<file path="src/rtl/axi_rd_arbiter_if.sv">
// axi_rd_arbiter_if: AXI4-Lite read-channel bundle (AR + R) with master/slave views
interface axi_rd_arbiter_if;
  logic        ar_valid;
  logic        ar_ready;
  logic [31:0] ar_data;
  logic        r_valid;
  logic        r_ready;
  logic [31:0] r_data;
  modport master(output ar_valid, ar_data, r_ready, input ar_ready, r_valid, r_data);
  modport slave(input ar_valid, ar_data, r_ready, output ar_ready, r_valid, r_data);
endinterface

</file>
<file path="src/rtl/axi_rd_arbiter.sv">
// axi_rd_arbiter: two-master AXI4-Lite read arbiter, one outstanding read at a time
module axi_rd_arbiter #(
  parameter bit FIXED_PRIO = 1'b0
) (
  input  logic                    clk,
  input  logic                    rst,
  axi_rd_arbiter_if.slave         m0,
  axi_rd_arbiter_if.slave         m1,
  axi_rd_arbiter_if.master        s,
  output logic [1:0]              gnt
);
  typedef enum logic [1:0] {IDLE, ADDR, DATA} state_t;
  state_t state, state_n;
  logic   gidx, gidx_n, last, last_n;
  logic   in_addr, in_data, ar_hs, r_hs;
  assign in_addr = state == ADDR;
  assign in_data = state == DATA;
  assign s.ar_valid  = in_addr & (gidx ? m1.ar_valid : m0.ar_valid);
  assign s.ar_data   = in_addr ? (gidx ? m1.ar_data : m0.ar_data) : '0;
  assign s.r_ready   = in_data & (gidx ? m1.r_ready : m0.r_ready);
  assign m0.ar_ready = in_addr & ~gidx & s.ar_ready;
  assign m1.ar_ready = in_addr & gidx & s.ar_ready;
  assign m0.r_valid  = in_data & ~gidx & s.r_valid;
  assign m1.r_valid  = in_data & gidx & s.r_valid;
  assign m0.r_data   = (in_data & ~gidx) ? s.r_data : '0;
  assign m1.r_data   = (in_data & gidx) ? s.r_data : '0;
  assign gnt         = (in_addr | in_data) ? {gidx, ~gidx} : 2'b00;
  assign ar_hs       = s.ar_valid & s.ar_ready;
  assign r_hs        = s.r_valid & s.r_ready;
  // state, grant and round-robin history registers
  always_ff @(posedge clk or posedge rst) begin
    if (rst) begin
      state <= IDLE;
      gidx  <= 1'b0;
      last  <= 1'b1;
    end else begin
      state <= state_n;
      gidx  <= gidx_n;
      last  <= last_n;
    end
  end
  // arbitrate in IDLE only; advance on AR then R handshakes
  always_comb begin
    state_n = state;
    gidx_n  = gidx;
    last_n  = last;
    if (state == IDLE && (m0.ar_valid | m1.ar_valid)) begin
      gidx_n  = (m0.ar_valid & m1.ar_valid) ? (FIXED_PRIO ? 1'b0 : ~last) : m1.ar_valid;
      state_n = ADDR;
    end else if (in_addr && ar_hs) begin
      state_n = DATA;
    end else if (in_data && r_hs) begin
      state_n = IDLE;
      last_n  = gidx;
    end
  end
endmodule

</file>
<file path="src/flat_wrapper.sv">
// flat-port wrapper written by rule: the top's interface ports become plain ports
module axi_rd_arbiter_flat 
#(
  parameter bit FIXED_PRIO = 1'b0
)
  (clk, rst, gnt, m0_ar_valid, m0_ar_data, m0_r_ready, m0_ar_ready, m0_r_valid, m0_r_data, m1_ar_valid, m1_ar_data, m1_r_ready, m1_ar_ready, m1_r_valid, m1_r_data, s_ar_valid, s_ar_data, s_r_ready, s_ar_ready, s_r_valid, s_r_data);
  axi_rd_arbiter_if m0_i ();
  axi_rd_arbiter_if m1_i ();
  axi_rd_arbiter_if s_i ();
  input  logic clk;
  input  logic rst;
  output logic [1:0] gnt;
  input wire logic [$bits(m0_i.ar_valid)-1:0] m0_ar_valid;
  input wire logic [$bits(m0_i.ar_data)-1:0] m0_ar_data;
  input wire logic [$bits(m0_i.r_ready)-1:0] m0_r_ready;
  output wire logic [$bits(m0_i.ar_ready)-1:0] m0_ar_ready;
  output wire logic [$bits(m0_i.r_valid)-1:0] m0_r_valid;
  output wire logic [$bits(m0_i.r_data)-1:0] m0_r_data;
  input wire logic [$bits(m1_i.ar_valid)-1:0] m1_ar_valid;
  input wire logic [$bits(m1_i.ar_data)-1:0] m1_ar_data;
  input wire logic [$bits(m1_i.r_ready)-1:0] m1_r_ready;
  output wire logic [$bits(m1_i.ar_ready)-1:0] m1_ar_ready;
  output wire logic [$bits(m1_i.r_valid)-1:0] m1_r_valid;
  output wire logic [$bits(m1_i.r_data)-1:0] m1_r_data;
  output wire logic [$bits(s_i.ar_valid)-1:0] s_ar_valid;
  output wire logic [$bits(s_i.ar_data)-1:0] s_ar_data;
  output wire logic [$bits(s_i.r_ready)-1:0] s_r_ready;
  input wire logic [$bits(s_i.ar_ready)-1:0] s_ar_ready;
  input wire logic [$bits(s_i.r_valid)-1:0] s_r_valid;
  input wire logic [$bits(s_i.r_data)-1:0] s_r_data;
  assign m0_i.ar_valid = m0_ar_valid;
  assign m0_i.ar_data = m0_ar_data;
  assign m0_i.r_ready = m0_r_ready;
  assign m0_ar_ready = m0_i.ar_ready;
  assign m0_r_valid = m0_i.r_valid;
  assign m0_r_data = m0_i.r_data;
  assign m1_i.ar_valid = m1_ar_valid;
  assign m1_i.ar_data = m1_ar_data;
  assign m1_i.r_ready = m1_r_ready;
  assign m1_ar_ready = m1_i.ar_ready;
  assign m1_r_valid = m1_i.r_valid;
  assign m1_r_data = m1_i.r_data;
  assign s_ar_valid = s_i.ar_valid;
  assign s_ar_data = s_i.ar_data;
  assign s_r_ready = s_i.r_ready;
  assign s_i.ar_ready = s_ar_ready;
  assign s_i.r_valid = s_r_valid;
  assign s_i.r_data = s_r_data;
  axi_rd_arbiter #(.FIXED_PRIO(FIXED_PRIO)) u_core (.clk(clk), .rst(rst), .m0(m0_i), .m1(m1_i), .s(s_i), .gnt(gnt));
endmodule
</file>
<file path="config.mk">
export PLATFORM = sky130hd
export DESIGN_NAME = axi_rd_arbiter_flat
export DESIGN_NICKNAME = d
export VERILOG_FILES = /design/src/rtl/axi_rd_arbiter_if.sv /design/src/rtl/axi_rd_arbiter.sv /design/src/flat_wrapper.sv
export SDC_FILE = /design/constraint.sdc
export NUM_CORES = 1
export LEC_CHECK = 0
export BUFFER_PORTS_ARGS = -buffer_cell sky130_fd_sc_hd__buf_2
export CAP_MARGIN = 40
export CORE_AREA = 3 3 80 82
export CTS_BUF_LIST = sky130_fd_sc_hd__clkbuf_8
export CTS_CLUSTER_DIAMETER = 50
export DETAILED_ROUTE_END_ITERATION = 8
export DIE_AREA = 0 0 83 85
export PLACE_DENSITY = 0.72
export SYNTH_ARGS = -nofsm -noshare
export SYNTH_HDL_FRONTEND = slang
export SYNTH_SLANG_ARGS = --single-unit
</file>
<file path="constraint.sdc">
create_clock -name clk -period 1.49 [get_ports clk]
set_input_delay 0.149 -clock clk [delete_from_list [all_inputs] [get_ports clk]]
set_output_delay 0.149 -clock clk [all_outputs]
set_load 0.05 [all_outputs]
</file>
* Yosys cells after proc, flatten, opt, wreduce, memory -nomap -nowiden
Index checks and enable logic that the tools add are counted.
Word-level totals: logic and storage cells 41, input bits 104, register bits 4, output and inout bits 104
Cells by class: equality and inequality tests 2, reductions and logical operators 6, bitwise gates (word level) 19, muxes and demuxes 11
Operators with widths (number):
- 2-to-1 mux 32 bit | 4
- AND 1 bit | 13
- 2-to-1 mux 2 bit | 4
- inverter 1 bit | 4
- logical AND 1 bit | 3
- 2-to-1 mux 1 bit | 3
- AND reduction 3 bit | 1
- nonzero test 3 bit | 1
- equality test 2 x 1 -> 1 bit (second input constant) | 1
- equality test 2 bit (second input constant) | 1
- logical NOT 2 bit | 1
- bitwise OR 1 bit | 2

* Longest topological paths before layout
Gate-level depths: netlist (run 1).
word-level depth 7, gate-level depth with buffers 5, gate-level depth less buffers 5

* Least setup slack after synthesis (run 1)
OpenSTA, ideal clock, no wires.
path type register -> output, start point register u_core.state[1], end point output port s_ar_data[23], slack -0.319 ns, cell stages (with the launch flop) 5, data required time 1.341 ns, arrival 1.660 ns, path buffers 1, cells stage by stage dfrtp_1 inv_1 ha_1 clkbuf_1 nor2b_1
Between the ends: cells in the longest elaborated chain, start to end 2
RTL lines:
- start: declaration | RTL line axi_rd_arbiter.sv:13 | state_t state, state_n;
- start signal: assignment | RTL line axi_rd_arbiter.sv:37 | state <= state_n;
- equality test 2 x 1 -> 1 bit | RTL line axi_rd_arbiter.sv:16 | assign in_addr = state == ADDR;
- 2-to-1 mux 32 bit | RTL line axi_rd_arbiter.sv:19 | assign s.ar_data = in_addr ? (gidx ? m1.ar_data : m0.ar_data) : '0;
- end: declaration | RTL line flat_wrapper.sv:26 | output wire logic [$bits(s_i.ar_data)-1:0] s_ar_data;
No other way between the ends.

* Worst setup path in the final report (run 1)
start point register u_core.state[0], end point output port m0_r_data[28]
Between the ends: cells in the longest elaborated chain, start to end 3
RTL lines:
- equality test 2 bit | RTL line axi_rd_arbiter.sv:17 | assign in_data = state == DATA;
- AND 1 bit | RTL line axi_rd_arbiter.sv:25 | assign m0.r_data = (in_data & ~gidx) ? s.r_data : '0;
- 2-to-1 mux 32 bit | RTL line axi_rd_arbiter.sv:25
- end: declaration | RTL line flat_wrapper.sv:18 | output wire logic [$bits(m0_i.r_data)-1:0] m0_r_data;
No other way between the ends.

==> out/metrics.csv, run 1 <==
stage,metric,value,unit
status,status,"complete, but fails checks",
status,violations,setup timing,
yosys,seq_area_frac_synth,7.77,%
global_route,grtUsageTotal,21.9,%
clock_tree,clock-root-buffer,clkbuf_8,
worst_setup_path,reg2reg_setup_slack,-0.03,ns
yosys,syn_area,1310,sq um
power_and_ir_drop,vdd_drop_max,1.68,mV
worst_setup_path,crit_path_start,u_core.state[0]$_DFFE_PP0P_,
yosys,syn_avg_cell_area,7.29,sq um
global_route,grt_pass1_vias,2341,
worst_setup_path,endpoint,m0_r_data[28],
yosys,synth_mux_area_share,27.4,%
power_and_ir_drop,powerDensity,2130,nW/um^2
worst_setup_path,cp-end-kind,output port,
yosys,synthFlopType,dfrtp_1,
yosys,synth_warnings,0,
floorplan,initial_utilization,22.4,%
final_layout,fill_cells,358,
floorplan,fp.dieW,83,um
detailed_routing,vias_per_cell,4.77,
worst_setup_path,r2r_end,u_core.last$_DFFE_PP1P_,
yosys,synth_top_cell_area_share,24.5,%
global_route,grt_overflow,0,
final_layout,syn_to_final_growth,248,%
sta,layout_setup_ws,-0.165,ns
yosys,synth_compound_area_share,1.73,%
clock_tree,clk_latency,0.22,ns
clock_tree,cts_max_path_buffers,2,
detailed_routing,drc,0,
worst_setup_path,reg2reg_from,u_core.state[1]$_DFFE_PP0P_,
sta,finalCriticalPeriod,1.65,ns
min_path,min_path_type,input port to register,
worst_setup_path,reg2reg_depth,6,
sta,drv_slew,0,
detailed_routing,drtIter0Drc,32,
final_layout,final_util,78.0,%
worst_setup_path,crit_fanout,33,
worst_setup_path,cp_data_required_time,1.34,ns
final_layout,insertedDiodeCount,0,
worst_setup_path,critPathArrivalTime,1.51,ns
detailed_routing,antenna_violating_nets_post_route,0,
yosys,synth.distinct_cells,22,
clock_tree,cts_buffers,3,
placed_design,globalplace.congestion,0.830,
yosys,synth_xor_area_share,0,%
floorplan,core,5820,sq um
placed_design,hpwl,5000,um
floorplan,core.rowCount,28,
detailed_routing,first_pass_iters,4,
yosys,synth_nets,286,
sta,grt_setup_unrepaired,yes,
detailed_routing,wl,8640,um
floorplan,io_pins,208,
global_route,grt_pass1_wl,12500,um
power_and_ir_drop,p_leak,2.20,nW
yosys,async_reset_ff_share,100,%
run,cap_violations,0,
yosys,synth.top_cells.by_area,"mux2i_1, and2_1, and3_1, nor2b_1, dfrtp_1",
sta,clock_skew,0.00543,ns
clock_tree,htreeDepth,1,
sta,relSlewSlack,80.2,%
sta,period_share,111,%
worst_setup_path,worstSetupPathType,register to output port,
yosys,synth_edf_count,0,
sta,fmax,604,MHz
yosys,synth_simple_gate_area_share,53.6,%
placed_design,port_buffers,207,
detailed_routing,wl_per_cell,18.1,um
final_layout,nets,511,
clock_tree,clk_pin_slew_worst_paths,0.04,ns
worst_setup_path,startpoint_type,register,
detailed_routing,vias,2282,
global_route,antenna_found_initial,0,
clock_tree,cts_tree,yes,
yosys,ys_ff_latch,4,
yosys,syn-instance-count,179,
sta,setup-violations-final,96,
final_layout,drive_gt1_share,95.5,%
min_path,whs_path_depth,2,
floorplan,dieArea,7060,sq um
power_and_ir_drop,p_total,9.65,mW
yosys,synth_top_area_cell,mux2i_1,
floorplan,chipHeight,85,um
global_route,grt_max_degree,34,
sta,hold_viol,0,
yosys,synth-adder-area-share,2.88,%
sta,tightestPinTransition,0.294,ns
clock_tree,clock_sinks,4,
yosys,synth_top_family_by_area,simple AND/OR/NAND/NOR gates,
[sequential cells by signal, indices dropped and copies added, names as in the netlist]
signal	cells
u_core.state	2
u_core.gidx	1
u_core.last	1
[cells in the final DEF, fill, tap and decap left out]
master,n
buf_8,47
buf_16,4
nor2_4,1
nor2b_4,33
a21boi_0,1
o21ai_0,1
ha_4,3
nand3_1,2
nand2_1,4
nand4_1,1
dlygate4sd3_1,1
inv_2,2
nand2_4,1
buf_6,66
buf_4,7
buf_12,6
and2_4,13
mux2i_2,3
nand3_4,1
and3_2,20
dfstp_2,1
a32o_1,1
mux2i_1,1
clkbuf_8,3
and2_1,3
mux2i_4,28
buf_2,103
clkbuf_16,3
and2_2,20
dfrtp_2,2
and3_4,14
nor2b_2,1
inv_1,2
mux2_4,3
dfrtp_1,1
[critical path, stage by stage, from the launching register on]
cell and delay, ns:
dfrtp_1 0.38, inv_2 0.08, ha_4 0.15, nor2b_4 0.16, buf_12 0.17, and2_2 0.17
buf_6 0.16
[routing by layer]
| layer | share of wire [%] | wire [um] | track usage, % |
|---|---|---|---|
| met1 | 33 | 2890 | 23.2 |
| met2 | 57 | 4910 | 43.9 |
| met3 | 7.5 | 648 | 3.98 |
| met4 | 2.2 | 188 | 5.50 |
| met5 | 0 | 0 | 0 |
[where the power goes]
group          switching [mW]  internal (mW)
Sequential             0.0590          0.175
Clock                  0.0665          0.177
Combinational            4.69           4.48
Total                    4.81           4.83
[final cells by class]
type / instances / area [sq um] / share of cell area (%)
multi-input combinational: 155 / 1950 / 43.0
sequential: 4 / 104 / 2.29
clock inverter: 1 / 3.75 / 0.0828
tap: 75 / 93.8 / 2.07
clock buffer: 3 / 41.3 / 0.910
inverter: 3 / 11.3 / 0.248
timing repair buffer: 237 / 2330 / 51.4
[Yosys cell counts (2+ instances only)]
master and count:
nand3_1 2, and2_1 36, dfrtp_1 3, buf_2 3, nand2_1 5, ha_1 3, mux2i_1 32, inv_1 3
nor2b_1 34, and3_1 34, clkbuf_1 13
[what timing repair did]
action,4_1_cts,5_1_grt
setup buffers,9,2
endpoints found under the setup margin,105,105
resized for setup,314,59
cloned,7,4
pin swaps,5,11
hold buffers,1,0
endpoints found under the hold margin,3,0
[metrics by stage]
stage	TNS, ns	setup slack [ns]	hold WS (ns)	std cells	cell area [sq um]
floorplan	-1.79	-0.0857	-0.0856	179	1630
global placement	-0.00833	-0.00833	0.0386	453	2790
detailed placement	-0.836	-0.0353	0.0496	453	2790
CTS	-11.03	-0.170	0.209	474	4220
global route	-15.58	-0.242	0.215	478	4540
finish	-9.90	-0.165	0.206	478	4540
[worst min path at each step]
stage,start,endpoint
3_3_place_gp,rst,u_core.state[1]$_DFFE_PP0P_
4_1_cts,m1_ar_valid,u_core.gidx$_DFFE_PP0P_
5_1_grt,m1_ar_valid,u_core.gidx$_DFFE_PP0P_
6_report,m1_ar_valid,u_core.gidx$_DFFE_PP0P_
2_1_floorplan,rst,u_core.gidx$_DFFE_PP0P_
3_5_place_dp,rst,u_core.state[1]$_DFFE_PP0P_
[cells by family after synthesis]
logic type	after synthesis
and+or+nand+nor	114
muxes	35
buffers and inverters	20
DFF	4
AOI/OAI and AO/OA	3
adders and majority gates	3
(Power assumes the default switching activity.)
==> inputs of run 2 (changes only) <==
ABC_AREA = 1   (was default)
PLACE_DENSITY = 0.7   (was 0.72)
==> run 2 against run 1 <==
  * The flow still finishes with violations (setup timing)
  * Worst setup slack worse by 0.041 ns
  * Flip-flop and latch count unchanged
  * Highest routed layer unchanged
  * Utilization up 5.0 points
  * Clock power about the same
  * Clock skew down 0.0017 ns
  * Non-clock buffer count up 10
  * Critical path type unchanged
  * First-iteration DRC count up 72%
==> out/metrics.csv, run 2 <==
stage,metric,value,unit,change
floorplan,core,5820,sq um,unchanged
worst_setup_path,crit_path_max_incr_delay,0.39,ns,about the same
worst_setup_path,crit_chain,"buf_6, ha_4, buf_4, clkbuf_16, nand3_2, nand2_2, buf_8",,
detailed_routing,drc,0,,unchanged
run,cap_violations,0,,unchanged
worst_setup_path,startpoint_type,register,,
yosys,synthFlopType,dfrtp_1,,
clock_tree,cts_max_path_buffers,2,,unchanged
power_and_ir_drop,vdd_drop_max,1.65,mV,-1.6%
detailed_routing,vias_per_cell,4.83,,+1.2%
clock_tree,clock_sinks,4,,unchanged
yosys,synth_edf_count,0,,unchanged
global_route,grt_max_degree,40,,+18%
floorplan,io_pins,208,,unchanged
yosys,synth_top_cell_area_share,29.3,%,+4.7 points
final_layout,top_regs,"u_core.state: 2 flops, u_core.gidx: 1 flops, u_core.last: 1 flops",,
yosys,synth_top_area_cell,nand3_1,,
final_layout,syn_to_final_growth,303,%,
power_and_ir_drop,p_leak,2.28,nW,+3.9%
detailed_routing,vias,2719,,+19%
worst_setup_path,cp_slowest_cell,dfrtp_1,,
final_layout,largest_reg_flops,2,,unchanged
min_path,whs_path_depth,3,,+1
sta,setup-violations-final,102,,+6.3%
detailed_routing,wl_per_cell,18.7,um,+3.6%
yosys,synth.top_cells.by_area,"nand3_1, nor2_1, nand2_1, inv_1, buf_2",,
status,status,"complete, but fails checks",,
floorplan,chipHeight,85,um,unchanged
min_path,whs_endpoint,u_core.gidx$_DFFE_PP0P_,,
worst_setup_path,cp-end-kind,output port,,
worst_setup_path,cp.depth,7,,+1
final_layout,fill_cells,320,,-11%
floorplan,fp.dieW,83,um,unchanged
sta,fmax,590,MHz,-2.4%
detailed_routing,antenna_violating_nets_post_route,0,,unchanged
worst_setup_path,cp_top_family,buffers and inverters,,
worst_setup_path,crit_fanout,5,,-85%
floorplan,initial_utilization,20.6,%,-1.9 points
worst_setup_path,worstSetupPathType,register to output port,,
yosys,seq_area_frac_synth,8.46,%,+0.70 points
sta,clock_skew,0.00374,ns,-0.00169 ns
detailed_routing,drtIter0Drc,55,,+72%
sta,relSlewSlack,67.9,%,-12 points
placed_design,dpl-instance-area,3020,sq um,+8.2%
final_layout,drive_gt1_share,88.7,%,-6.8 points
sta,hold_ws,0.244,ns,+0.0371 ns
global_route,grtUsageTotal,20.3,%,-1.5 points
global_route,grt_pass1_wl,12100,um,-3.0%
floorplan,core.rowCount,28,,unchanged
worst_setup_path,critPathArrivalTime,1.55,ns,+0.04 ns
yosys,synth.distinct_cells,15,,-32%
final_layout,mostFrequentLayoutCell,buf_2,,
power_and_ir_drop,p_total,9.90,mW,+2.7%
clock_tree,clk_pin_slew_worst_paths,0.04,ns,about the same
yosys,synth_commonest_cells,"nand3_1, nor2_1, nand2_1",,
clock_tree,cts_buffers,3,,unchanged
yosys,yosys.cell_count.top_type,nand3_1,,
placed_design,hpwl,5640,um,+13%
sta,grt_setup_unrepaired,yes,,
sta,tightestPinTransition,0.476,ns,+0.182 ns
placed_design,globalplace.congestion,0.818,,-1.5%
yosys,syn-instance-count,257,,+44%
yosys,synth_warnings,0,,unchanged
sta,hold_viol,0,,unchanged
min_path,hold_start,m1_ar_valid,,
worst_setup_path,reg2reg_from,u_core.state[0]$_DFFE_PP0P_,,
final_layout,largest_register,u_core.state,,
floorplan,dieArea,7060,sq um,unchanged
yosys,syn_area,1200,sq um,-8.2%
detailed_routing,first_pass_iters,4,,unchanged
status,violations,setup timing,,
worst_setup_path,critPathBufInv,4,,+1
clock_tree,clk_latency,0.22,ns,about the same
worst_setup_path,reg2reg_depth,10,,+4
final_layout,multiInputGateArea,1990,sq um,+2.2%
final_layout,insertedDiodeCount,0,,unchanged
global_route,grt_overflow,0,,unchanged
clock_tree,cts_tree,yes,,
yosys,synth_nets,364,,+27%
sta,layout_setup_ws,-0.206,ns,-0.0409 ns
yosys,syn_avg_cell_area,4.66,sq um,-36%
sta,drv_slew,0,,unchanged
yosys,ys_ff_latch,4,,unchanged
sta,finalCriticalPeriod,1.70,ns,+0.0409 ns
final_layout,final_cell_mix,"buf_2, nor2_4, buf_6",,
power_and_ir_drop,powerDensity,2050,nW/um^2,-3.6%
sta,period_share,114,%,+2.7 points
final_layout,final_area,4830,sq um,+6.5%
global_route,antenna_found_initial,0,,unchanged
detailed_routing,wl,10500,um,+22%
final_layout,final_util,83.0,%,+5.0 points
final_layout,regArea,103,sq um,-1.2%
placed_design,port_buffers,207,,unchanged
clock_tree,htreeDepth,1,,unchanged
worst_setup_path,cp_data_required_time,1.34,ns,about the same
global_route,grt_pass1_vias,2579,,+10%
min_path,min_path_type,input port to register,,
worst_setup_path,r2r_end,u_core.last$_DFFE_PP1P_,,
clock_tree,clock-root-buffer,clkbuf_8,,
yosys,async_reset_ff_share,100,%,unchanged
final_layout,nets,596,,+17%
worst_setup_path,reg2reg_setup_slack,0.01,ns,+0.04 ns
[run 2: worst max-delay path by stage]
| stage | from | endpoint | slack, ns |
|---|---|---|---|
| after floorplan | u_core.state[1]$_DFFE_PP0P_ | m0_ar_ready | -0.18 |
| after detailed placement | u_core.state[0]$_DFFE_PP0P_ | m0_r_data[28] | -0.04 |
| after CTS | u_core.state[0]$_DFFE_PP0P_ | m0_r_valid | -0.16 |
| final | u_core.state[0]$_DFFE_PP0P_ | s_ar_data[17] | -0.21 |
| after global routing | u_core.state[1]$_DFFE_PP0P_ | s_ar_data[16] | -0.23 |
| after global placement | u_core.state[1]$_DFFE_PP0P_ | s_ar_data[23] | -0.02 |
[run 2: worst reg2reg max path, stage by stage (launching register included)]
cell and delay (ns):
dfrtp_1 0.39, buf_6 0.13, ha_4 0.17, buf_8 0.15, buf_6 0.14, nand3_2 0.07, nand2_2 0.07, nand2_2 0.09
nand3_1 0.08, nand2_1 0.08, nand2_1 0.04
[run 2: what timing repair did]
item / in CTS / in global routing
gates resized for setup: 233 / 114
hold endpoints to repair: 3 / 0
gates cloned: 1 / 16
hold buffers: 1 / 0
pin swaps: 5 / 18
setup buffers: 0 / 5
endpoints found under the setup margin: 105 / 107
[run 2: cells by family (layout without fill, tap and decap cells)]
| logic type | count (synthesis) | in the layout | synth area share, % |
|---|---|---|---|
| AND/OR/NAND/NOR | 186 | 186 | 66.0 |
| buffers and inverters | 60 | 291 | 20.7 |
| AO/OA/AOI/OAI | 4 | 4 | 1.67 |
| flip-flops | 4 | 4 | 8.46 |
| adder cells (fa/ha/maj) | 3 | 3 | 3.14 |
[run 2: layer usage]
layer	share of wire (%)	global-route usage (%)	routed length, um
met2	54	41.3	5720
met4	3.0	5.35	314
met3	7.8	3.98	820
met1	35	20.9	3680
met5	0	0	0
[run 2: layout make-up]
type                       count  share of cell area, %
clock inverter                 1                 0.0777
tap                           75                   1.94
sequential                     4                   2.12
clock buffer                   3                  0.855
inverter                      40                   3.21
multi-input combinational    193                   41.3
timing repair buffer         247                   50.5
[run 2: through the flow]
| step | setup WS [ns] | cells | TNS, ns |
|---|---|---|---|
| detailed placement | -0.0364 | 536 | -0.942 |
| finish | -0.206 | 563 | -14.45 |
| CTS | -0.161 | 542 | -12.35 |
| global placement | -0.0176 | 536 | -0.106 |
| global route | -0.233 | 563 | -19.28 |
| floorplan | -0.181 | 257 | -2.78 |
[run 2: power by group]
part,internal (mW),switching [mW]
Sequential,0.168,0.0550
Combinational,3.90,5.54
Clock,0.177,0.0663
Total,4.25,5.66
